File: src/rtl/vec_capture_pkg.sv
// Shared types and default sizing for the vector capture recorder.
// The state encoding is fixed so the state can be probed in emulation.
// Widths here are defaults only; instances may override them.
package vec_capture_pkg;

  typedef enum logic [1:0] {
    ST_IDLE    = 2'd0,
    ST_SKIP    = 2'd1,
    ST_CAPTURE = 2'd2,
    ST_DONE    = 2'd3
  } state_e;

  localparam int VEC_WIDTH_DEF  = 15;
  localparam int DEPTH_DEF      = 10;
  localparam int ADDR_WIDTH_DEF = 4;
  localparam int SKIP_WIDTH_DEF = 8;

endpackage

File: src/rtl/vec_capture_mem.sv
// Simple dual-port vector RAM: one write port, one registered read port.
// Read latency one cycle; a read of the slot written on the same edge
// returns the old contents. No backpressure; one access per port per cycle.
module vec_capture_mem
  import vec_capture_pkg::*;
#(
  parameter int VEC_WIDTH  = VEC_WIDTH_DEF,
  parameter int DEPTH      = DEPTH_DEF,
  parameter int ADDR_WIDTH = ADDR_WIDTH_DEF
) (
  input  logic                  clk,
  input  logic                  rst,
  input  logic                  wr_en,
  input  logic [ADDR_WIDTH-1:0] wr_addr,
  input  logic [VEC_WIDTH-1:0]  wr_data,
  input  logic                  rd_en,
  input  logic [ADDR_WIDTH-1:0] rd_addr,
  output logic [VEC_WIDTH-1:0]  rd_data
);

  localparam logic [ADDR_WIDTH-1:0] DEPTH_C = ADDR_WIDTH'(DEPTH);

  logic [VEC_WIDTH-1:0] mem [DEPTH];
  logic [VEC_WIDTH-1:0] rd_data_d, rd_data_q;

  // Storage array: written on the edge, never reset.
  always_ff @(posedge clk) begin
    if (wr_en) begin
      mem[wr_addr] <= wr_data;
    end
  end

  // Read mux sees the pre-edge array, which gives read-old-data on collision.
  always_comb begin
    rd_data_d = rd_data_q;
    if (rd_en) begin
      if (rd_addr < DEPTH_C) begin
        rd_data_d = mem[rd_addr];
      end else begin
        rd_data_d = '0;
      end
    end
  end

  // Read output register.
  always_ff @(posedge clk or posedge rst) begin
    if (rst) begin
      rd_data_q <= '0;
    end else begin
      rd_data_q <= rd_data_d;
    end
  end

  assign rd_data = rd_data_q;

endmodule

File: src/rtl/vec_capture.sv
// Capture recorder: stores qualified sample vectors after an optional skip.
// Samples land in memory on their own edge; reads return one cycle later.
// No backpressure: one sample and one read accepted every cycle.
module vec_capture
  import vec_capture_pkg::*;
#(
  parameter int VEC_WIDTH  = VEC_WIDTH_DEF,
  parameter int DEPTH      = DEPTH_DEF,
  parameter int ADDR_WIDTH = ADDR_WIDTH_DEF,
  parameter int SKIP_WIDTH = SKIP_WIDTH_DEF
) (
  input  logic                  clk,
  input  logic                  rst,
  input  logic                  start,
  input  logic                  stop,
  input  logic [SKIP_WIDTH-1:0] skip_cycles,
  input  logic                  sample_en,
  input  logic [VEC_WIDTH-1:0]  sample_data,
  input  logic                  rd_en,
  input  logic [ADDR_WIDTH-1:0] rd_addr,
  output logic [VEC_WIDTH-1:0]  rd_data,
  output logic                  rd_valid,
  output logic                  busy,
  output logic                  done,
  output logic                  full,
  output logic                  overflow,
  output logic [ADDR_WIDTH-1:0] count
);

  localparam logic [ADDR_WIDTH-1:0] LAST_SLOT = ADDR_WIDTH'(DEPTH - 1);
  localparam logic [ADDR_WIDTH-1:0] DEPTH_C   = ADDR_WIDTH'(DEPTH);
  localparam logic [SKIP_WIDTH-1:0] SKIP_ONE  = SKIP_WIDTH'(1);

  state_e                state_d, state_q;
  logic [SKIP_WIDTH-1:0] skip_cnt_d, skip_cnt_q;
  logic [ADDR_WIDTH-1:0] count_d, count_q;
  logic                  overflow_d, overflow_q;
  logic                  busy_d, busy_q;
  logic                  done_d, done_q;
  logic                  full_d, full_q;
  logic                  rd_valid_d, rd_valid_q;
  logic                  in_range_d, in_range_q;
  logic                  wr_en;
  logic [VEC_WIDTH-1:0]  mem_rd_data;

  // Next-state, counters and sticky overflow; stop outranks start while armed.
  always_comb begin
    state_d    = state_q;
    skip_cnt_d = skip_cnt_q;
    count_d    = count_q;
    overflow_d = overflow_q;
    wr_en      = 1'b0;
    unique case (state_q)
      ST_IDLE, ST_DONE: begin
        if (start) begin
          count_d    = '0;
          overflow_d = 1'b0;
          skip_cnt_d = skip_cycles;
          state_d    = (skip_cycles == '0) ? ST_CAPTURE : ST_SKIP;
        end else if (state_q == ST_DONE && sample_en) begin
          overflow_d = 1'b1;
        end
      end
      ST_SKIP: begin
        if (stop) begin
          state_d = ST_DONE;
        end else if (sample_en) begin
          skip_cnt_d = skip_cnt_q - 1'b1;
          if (skip_cnt_q == SKIP_ONE) begin
            state_d = ST_CAPTURE;
          end
        end
      end
      ST_CAPTURE: begin
        // CAPTURE always has a free slot: the filling write leaves the state.
        if (sample_en) begin
          wr_en   = 1'b1;
          count_d = count_q + 1'b1;
          if (count_q == LAST_SLOT) begin
            state_d = ST_DONE;
          end
        end
        if (stop) begin
          state_d = ST_DONE;
        end
      end
      default: state_d = ST_IDLE;
    endcase
  end

  // Status flags are registered from next-state so they move with the write.
  always_comb begin
    busy_d     = (state_d == ST_SKIP) || (state_d == ST_CAPTURE);
    done_d     = (state_d == ST_DONE);
    full_d     = (count_d == DEPTH_C);
    rd_valid_d = rd_en;
    in_range_d = in_range_q;
    if (rd_en) begin
      in_range_d = (rd_addr < count_q);
    end
  end

  // Control and status registers.
  always_ff @(posedge clk or posedge rst) begin
    if (rst) begin
      state_q    <= ST_IDLE;
      skip_cnt_q <= '0;
      count_q    <= '0;
      overflow_q <= 1'b0;
      busy_q     <= 1'b0;
      done_q     <= 1'b0;
      full_q     <= 1'b0;
      rd_valid_q <= 1'b0;
      in_range_q <= 1'b0;
    end else begin
      state_q    <= state_d;
      skip_cnt_q <= skip_cnt_d;
      count_q    <= count_d;
      overflow_q <= overflow_d;
      busy_q     <= busy_d;
      done_q     <= done_d;
      full_q     <= full_d;
      rd_valid_q <= rd_valid_d;
      in_range_q <= in_range_d;
    end
  end

  vec_capture_mem #(
    .VEC_WIDTH  (VEC_WIDTH),
    .DEPTH      (DEPTH),
    .ADDR_WIDTH (ADDR_WIDTH)
  ) u_mem (
    .clk     (clk),
    .rst     (rst),
    .wr_en   (wr_en),
    .wr_addr (count_q),
    .wr_data (sample_data),
    .rd_en   (rd_en),
    .rd_addr (rd_addr),
    .rd_data (mem_rd_data)
  );

  // Slots at or beyond the captured count read back as zero.
  assign rd_data  = in_range_q ? mem_rd_data : '0;
  assign rd_valid = rd_valid_q;
  assign busy     = busy_q;
  assign done     = done_q;
  assign full     = full_q;
  assign overflow = overflow_q;
  assign count    = count_q;

endmodule
File: config.mk
export PLATFORM = sky130hd
export DESIGN_NAME = vec_capture
export DESIGN_NICKNAME = d
export VERILOG_FILES = /design/src/rtl/vec_capture_pkg.sv /design/src/rtl/vec_capture_mem.sv /design/src/rtl/vec_capture.sv
export SDC_FILE = /design/constraint.sdc
export NUM_CORES = 1
export LEC_CHECK = 0
export CORE_MARGIN = 2
export CORE_UTILIZATION = 30
export CTS_CLUSTER_DIAMETER = 40
export DETAILED_ROUTE_END_ITERATION = 12
export PLACE_DENSITY = 0.42
export SETUP_SLACK_MARGIN = 0.3
export SLEW_MARGIN = 20
export SYNTH_ARGS = -nofsm -noshare
export SYNTH_HDL_FRONTEND = slang
export SYNTH_SLANG_ARGS = --single-unit
File: constraint.sdc
create_clock -name clk -period 3.4 [get_ports clk]
set_clock_uncertainty 0.05 [all_clocks]
set_input_delay 0.34 -clock clk [delete_from_list [all_inputs] [get_ports clk]]
set_output_delay 0.34 -clock clk [all_outputs]
set_load 0.005 [all_outputs]
==> impl_metrics.toml <==
[run_status]
status = "finished clean"

[global_routing]
grt_max_degree = 31
grt_pass1_vias = 4768
grt_first_pass_wirelength_um = 29080
grt_antenna_before_repair = 0
grt_use_total_pct = 14.80
grt-ovfl-total = 0

[floorplan]
die_x_um = 164.7
dieArea_um2 = 27130
ios = 57
die_h_um = 164.7
fp.coreArea_um2 = 25250
rows = 58
start_util_pct = 30.68

[critical_path]
crit_required_ns = 3.71
crit_path_start_kind = "flop"
critical_path_class = "flop to flop"
worst_ep_arrival_time_ns = 2.92
cp_max_fo = 30
end_kind = "flop"

[timing]
maxSlewHeadroom_pct = 36.67
whs_ns = 0.1837
rsz0062_at_grt = "no"
fin_crit_sh_pct = 76.59
fin_setup_tns_ns = 0
hold_violations = 0
finalCriticalPeriod_ns = 2.604
tightest_slew_ns = 0.9500
drv_slew = 0
setup_viol_count_final = 0
fmax_mhz = 384.0

[logic_synthesis]
synth-main-ff-cell = "edfxtp_1"
ys_seq_elements = 185
synth_area_leaders = "edfxtp_1 58%, dfrtp_1 11%, mux2i_1 8.3%"
async_reset_ff_share_pct = 18.92
syn_nets = 572
synth_cells = 525
synth_top_cell_by_area = "edfxtp_1"
seq_area_frac_synth_pct = 69.43
syn_area_um2 = 7749
ys_types = 45
synth-edff-count = 150
syn_area_per_cell_um2 = 14.76
synth_top_cell_area_share_pct = 58.13
yosys_warnings = 0

[clocking]
postCtsResizedCells = 0
clock_latency_ns = 0.44
cts_tree = "built"
cts_made_buffers = 17
clockBufferDepth = 2
htree_num_levels = 4
cts_num_sinks = 185
cts_hold_buf = 0
clk_pin_slew_worst_paths_ns = 0.07
root_buffer = "clkbuf_16"
postCtsSetupRepairBufs = 0

[cells_and_area]
mostFrequentLayoutCells = "150 x edfxtp_1, 64 x mux2i_1, 55 x clkdlybuf4s50_1"
layout_commonest_cell = "edfxtp_1"
drive_gt1_share_pct = 10.85
fin_cells = 929
n_antenna_cell = 0
area_growth_pct = 20.25
layout.nets = 633

[pwr]
vdd_drop_max_uv = 266.9
cellLeakagePower_nw = 3.307
power.density_nw_per_um2 = 606.7
power_mw = 5.653

[routing]
vias = 4500
route.met3.wl_um = 688
drc = 0
viasPerCell = 4.844
drt_iter0_markers = 213
wl_um = 19010
drtPass1Iterations = 4
top_layer_used = "met4"
wl_per_cell_um = 20.46
wl_met1_um = 8731
met2_length_um = 9307
antenna_left = 0

[placed_design]
gp_congestion = 0.7834
hpwl_um = 12720
place.port_buffers = 56
place_inst = 897

[flow_run]
drv_cap = 0

[min_path]
holdCritPathClass = "input pin to async pin"
-- Yosys cell counts (4+ instances only) --
cell,instances
nor2_1,25
nand2_1,28
mux2_2,15
nor2b_1,5
o21ai_0,6
clkbuf_1,18
inv_1,12
dfrtp_1,35
edfxtp_1,150
a21oi_1,39
a22oi_1,15
mux2i_1,64
buf_2,8
o22ai_1,5
a32oi_1,15
and2_1,23
ha_1,14
nand2b_1,4
-- state kept, by name (all words and copies together), names as in the netlist --
signal,cells
busy,1
count,4
done,1
state_q,2
in_range_q,1
u_mem.mem,150
rd_valid,1
skip_cnt_q,8
full,1
overflow,1
u_mem.rd_data,15
-- layout make-up --
cell class	count	area, um^2
fill	2428	15940
sequential	185	5380
multi-input combinational	300	2208
timing repair buffer	70	675.6
clock buffer	20	446.7
tap	330	412.9
clock inverter	12	148.9
inverter	12	45.04
-- final timing paths --
check	startpoint	to	slack [ns]	depth (start not counted)
max	state_q[1]$_DFF_PP0_	skip_cnt_q[7]$_DFFE_PP0P_	0.80	6
min	rst	u_mem.rd_data[12]$_DFFE_PP0P_	0.18	2
max reg2reg	state_q[1]$_DFF_PP0_	skip_cnt_q[7]$_DFFE_PP0P_	0.80	6
min reg2reg	u_mem.rd_data[10]$_DFFE_PP0P_	u_mem.rd_data[10]$_DFFE_PP0P_	0.47	2
max in group asynchronous	rst	u_mem.rd_data[3]$_DFFE_PP0P_	2.36	3
min in group clk	start	overflow$_DFFE_PP0P_	0.46	2
-- logic make-up (layout without fill, tap and decap cells) --
family                   count (synthesis)  after routing  synth area share (%)
flip-flops                             185            185                 69.43
buffers and inverters                   40            114                 2.067
adder cells (fa/ha/maj)                 14             14                 2.261
multiplexers                            79             79                 10.45
AO/OA/AOI/OAI                           99             99                 8.461
AND/OR/NAND/NOR                        108            108                 7.331
-- metrics by stage --
| stage | setup WS, ns | utilization [%] | instance area, um^2 |
|---|---|---|---|
| after global placement | 0.9039 | 34.54 | 8722 |
| after global routing | 0.5977 | 36.90 | 9318 |
| after CTS | 0.7966 | 36.90 | 9318 |
| after detailed placement | 0.8233 | 34.54 | 8722 |
| after floorplan | 1.044 | - | 7749 |
| final | 0.7959 | 36.90 | 9318 |
-- worst max-delay path: stages (launching register included) --
cell	delay [ns]
dfrtp_1	0.45
inv_1	0.08
ha_1	0.77
nor2_1	0.15
a211o_2	0.39
or4_1	0.52
nand4_1	0.10
-- routing by layer --
layer  track usage, %  vias up
li1                 -     2123
met1            19.47     2270
met2            24.71       91
met3            2.813       16
met4            4.783        0
met5                0        -
-- power by group --
group	switching, mW	total (mW)	internal, mW
clock	0.845	2.02	1.17
sequential	0.107	2.69	2.58
combinational	0.519	0.950	0.431
Power figures use the tool's default switching activity.
==> RTL change 1: new RTL, same settings <==
The 4 states of `state_e` get a one-hot encoding in 4 bits.
--- a/src/rtl/vec_capture_pkg.sv
+++ b/src/rtl/vec_capture_pkg.sv
@@ -4,9 +4,9 @@
 package vec_capture_pkg;
 
-  typedef enum logic [1:0] {
-    ST_IDLE    = 2'd0,
-    ST_SKIP    = 2'd1,
-    ST_CAPTURE = 2'd2,
-    ST_DONE    = 2'd3
+  typedef enum logic [3:0] {
+    ST_IDLE    = 4'b0001,
+    ST_SKIP    = 4'b0010,
+    ST_CAPTURE = 4'b0100,
+    ST_DONE    = 4'b1000
   } state_e;
 
Check against the original RTL: same outputs for any inputs over 4 cycles, from zero or initial values and one cycle with rst high; so few cycles prove little.
==> RTL change 1 against the original RTL <==
  * Area after synthesis shrank 0.31%
  * Power shrank 8.3%
  * Final area shrank 0.30%
  * Die area shrank 0.30%
  * Worst setup slack gained 0.20 ns
  * Routed wire length shrank 6.3%
  * Sequential cell count grew 2
  * Maximum frequency grew 8.2%
  * Highest routed layer unchanged
==> RTL change 1: results <==
metrics = {
    "run_status": {
        "status": "finished, final reports clean",
    },
    "global_routing": {
        "grt_use_met1": 0.193,
        "grt_usage": 0.139,
        "met3_usage": 0.0266,
        "grt_pass1_wl_um": 26600,
        "grt_use_met2": 0.221,
        "first_global_vias": 4274,
        "grt_max_degree": 28,
    },
    "synth": {
        "ys_seq_area_frac": 0.703,
        "synthAdderAreaFrac": 0.0146,
        "synthMuxAreaShare": 0.129,
        "synth_area_leaders": "edfxtp_1 (58%), dfrtp_1 (12%), mux4_2 (8.7%), mux2i_1 (4.0%), and2_1 (1.9%)",
        "synth_compound_area_frac": 0.0484,
        "synth_cell_types": 47,
        "async_reset_ff_frac": 0.198,
        "synthXorXnorAreaFrac": 0.00227,
        "synth_nets": 498,
        "synth_common_cells": "edfxtp_1 (150), dfrtp_1 (36), mux2i_1 (31)",
    },
    "pwr": {
        "powerClk_mw": 1.85,
        "peakVddDrop_uv": 233,
        "power_leakage_nw": 3.21,
    },
    "placed_design": {
        "gp_congestion": 0.790,
        "postPlaceCellArea_um2": 8750,
        "dpl.hpwl_um": 11300,
        "placed_cells": 838,
        "dpl_worst_slack_ns": 0.770,
    },
    "drt": {
        "wl_met2_um": 8590,
        "first_iter_violations": 269,
        "wl_um": 17800,
        "met3_length_um": 560,
        "wl_met1_um": 8480,
    },
    "sta": {
        "whs_ns": 0.155,
        "max_slew.worst_pin.slew_ns": 1.03,
        "min_period_ns": 2.41,
    },
    "setup_path": {
        "ff2ff_path_depth": 4,
        "r2r_end": "u_mem.mem[4][4]$_DFFE_PP_",
        "crit_fanout": 16,
        "critPathLaunch": "in_range_q$_DFFE_PP0P_",
        "setup.worst_path.end": "rd_data[3]",
        "cp_data_arrival_time_ns": 2.02,
    },
    "final_layout": {
        "instances_no_fill": 870,
        "nets": 569,
        "drive_gt1_frac": 0.161,
    },
}
## RTL change 1: cell types whose count changed in the layout (fill, tap and decap cells not counted), moves of 15 or more
cell / before / now
mux2i_1: 64 / 31
mux4_2: 0 / 30
a21oi_1: 39 / 12
nor2_1: 25 / 7
a32oi_1: 15 / 0
o221ai_1: 0 / 15
## RTL change 1: layout make-up
class / count / area, µm²
Tap cell: 330 / 413
Multi-Input combinational cell: 236 / 2140
Inverter: 10 / 37.5
Timing Repair Buffer: 75 / 723
Fill cell: 2406 / 16000
Sequential cell: 187 / 5430
Clock buffer: 21 / 460
Clock inverter: 11 / 82.6
## RTL change 1: critical path: stages (launching register included)
cell	delay, ns
dfrtp_1	0.84
and2_1	0.23
clkdlybuf4s50_1	0.52
## RTL change 1: cells by family after synthesis
logic type | Yosys count
xor+xnor | 2
buf+inv | 33
compound gates | 55
fa+ha+maj | 9
simple gates | 108
flops | 187
mux | 62
==> RTL change 2: new RTL, same flow settings <==
Without the edit above. Change the package constant `DEPTH_DEF` from 10 to 12.
--- a/src/rtl/vec_capture_pkg.sv
+++ b/src/rtl/vec_capture_pkg.sv
@@ -12,5 +12,5 @@
 
   localparam int VEC_WIDTH_DEF  = 15;
-  localparam int DEPTH_DEF      = 10;
+  localparam int DEPTH_DEF      = 12;
   localparam int ADDR_WIDTH_DEF = 4;
   localparam int SKIP_WIDTH_DEF = 8;
Behaviour: same outputs for any inputs over 4 cycles, from zero or initial values and one cycle with rst high; that may be too few to reach the edited logic, so the function may still have changed.
==> RTL change 2 against the original RTL <==
  * Critical path depth fell by 4
  * Sequential cell count rose by 30
  * Synthesized cell count rose by 15%
  * Combinational power rose by 4.2%
  * Final area rose by 21%
  * Utilization rose by 1.3 points
  * First-iteration DRC count rose by 29%
  * Global-route usage fell by 0.26 points
  * Area after synthesis rose by 16%
  * Routed wire length rose by 17%
  * Clock power rose by 75%
  * Power rose by 35%
  * Worst setup slack improved by 0.13 ns
  * Critical endpoint is now rd_data[4]
  * Highest routed layer unchanged
==> RTL change 2: results <==
metrics = {
    "clocking": {
        "cts_root_buf": "clkbuf_16",
        "cts_buffer_depth": 3,
        "clk_latency_ns": 0.50,
        "cts-htree-levels": 2,
        "cts.clk_slew.worst_paths_ns": 0.05,
        "postCtsResizedCells": 0,
        "cts_buffers": 36,
        "postCtsSetupBuffers": 0,
    },
    "setup_path": {
        "cp_data_arrival_time_ns": 2.08,
        "cpPeakStageDelay_ns": 0.78,
        "crit_fanout": 16,
        "crit_family": "flip-flops",
        "crit_slowest_cell": "dfrtp_1",
    },
    "pwr": {
        "peakVddDrop_uv": 372,
        "power_leakage_nw": 4.19,
    },
    "synth": {
        "synth_edf_count": 180,
        "ys_seq_area_frac": 0.701,
        "synth_cell_types": 48,
        "yosys_warnings": 0,
        "synthFlopType": "edfxtp_1",
        "async_reset_ff_frac": 0.163,
        "synth_common_cells": "edfxtp_1 (180), mux2i_1 (92), nor2_1 (36)",
        "synth_area_leaders": "edfxtp_1 (60%), mux2i_1 (10%), dfrtp_1 (9.8%), o22ai_1 (2.4%), and2_1 (2.0%)",
        "synth_nets": 653,
    },
    "final_layout": {
        "largest_register_ffs": 180,
        "nets": 748,
        "nFillCells": 2799,
        "diodes": 0,
        "drive_gt1_frac": 0.133,
        "regMostFlops": "u_mem.mem",
    },
    "placed_design": {
        "postPlaceCellArea_um2": 10100,
        "gp_congestion": 0.714,
        "port_buffers": 56,
        "dpl.hpwl_um": 13900,
    },
    "drt": {
        "firstDrtPassIters": 6,
        "viasPerCell": 4.84,
        "wl_per_cell_um": 20.0,
        "first_iter_violations": 274,
    },
    "global_routing": {
        "first_global_vias": 5602,
        "grt_usage": 0.145,
        "grt_max_degree": 36,
        "grt_antenna_before_repair": 0,
        "grt_pass1_wl_um": 33600,
    },
    "sta": {
        "max_slew.worst_pin.slew_ns": 0.935,
    },
    "run_status": {
        "status": "finished, final reports clean",
    },
    "min_path": {
        "hold_class": "in2async",
    },
}
[RTL change 2: cell count changes after synthesis, moves of 11 or more]
cell | before | now
a21oi_1 | 39 | 10
mux2_2 | 15 | 0
edfxtp_1 | 150 | 180
mux2i_1 | 64 | 92
o22ai_1 | 5 | 35
nor2_1 | 25 | 36
inv_1 | 12 | 28
a32oi_1 | 15 | 0
nor4_1 | 2 | 17
[RTL change 2: power by group]
group	leakage (nW)	switching [mW]	internal (mW)
logic	1.58	0.555	0.435
clock network	0.563	1.24	2.30
registers	2.05	0.103	2.99
total	4.19	1.89	5.72
[RTL change 2: area by class of cell]
class	count	area (µm²)	share of cell area
sequential	215	6280	0.556
multi-input combinational	333	2440	0.216
clock inverter	24	244	0.0216
tap	390	488	0.0432
timing repair buffer	87	803	0.0711
clock buffer	41	941	0.0833
inverter	28	105	0.00930
[RTL change 2: stage by stage]
stage | total power, mW | hold slack [ns] | setup slack, ns | util | instances
finish | 7.62 | 0.323 | 0.931 | 0.382 | 1118
CTS | 7.71 | 0.357 | 0.822 | 0.382 | 1118
global route | 7.96 | 0.397 | 0.794 | 0.382 | 1118
floorplan | 3.79 | 0.321 | 1.20 | - | 606
global placement | 4.12 | 0.465 | 0.922 | 0.342 | 1053
detailed placement | 4.14 | 0.467 | 0.922 | 0.342 | 1053
[RTL change 2: logic make-up after synthesis]
family	after synthesis	share of synthesized area
flops	215	0.701
simple gates	141	0.0847
mux	92	0.103
compound gates	86	0.0649
buf+inv	58	0.0276
fa+ha+maj	14	0.0195
[RTL change 2: path summary, 6_finish.rpt]
kind	from	endpoint	slack, ns	depth (start not counted)
setup / recovery	in_range_q$_DFFE_PP0P_	rd_data[4]	0.93	2
hold / removal	rst	u_mem.rd_data[14]$_DFFE_PP0P_	0.32	2
setup reg to reg	state_q[1]$_DFF_PP0_	skip_cnt_q[7]$_DFFE_PP0P_	1.12	6
hold reg to reg	u_mem.rd_data[14]$_DFFE_PP0P_	u_mem.rd_data[14]$_DFFE_PP0P_	0.47	2
max in group asynchronous	rst	in_range_q$_DFFE_PP0P_	2.38	2
min in group clk	skip_cycles[7]	skip_cnt_q[7]$_DFFE_PP0P_	0.44	3
[RTL change 2: metal layers]
layer	track usage	up-vias	wire, µm
met5	0	-	0
met4	0.0489	0	574
met3	0.0284	41	1120
met2	0.239	142	10500
met1	0.193	2722	10200
li1	-	2508	-
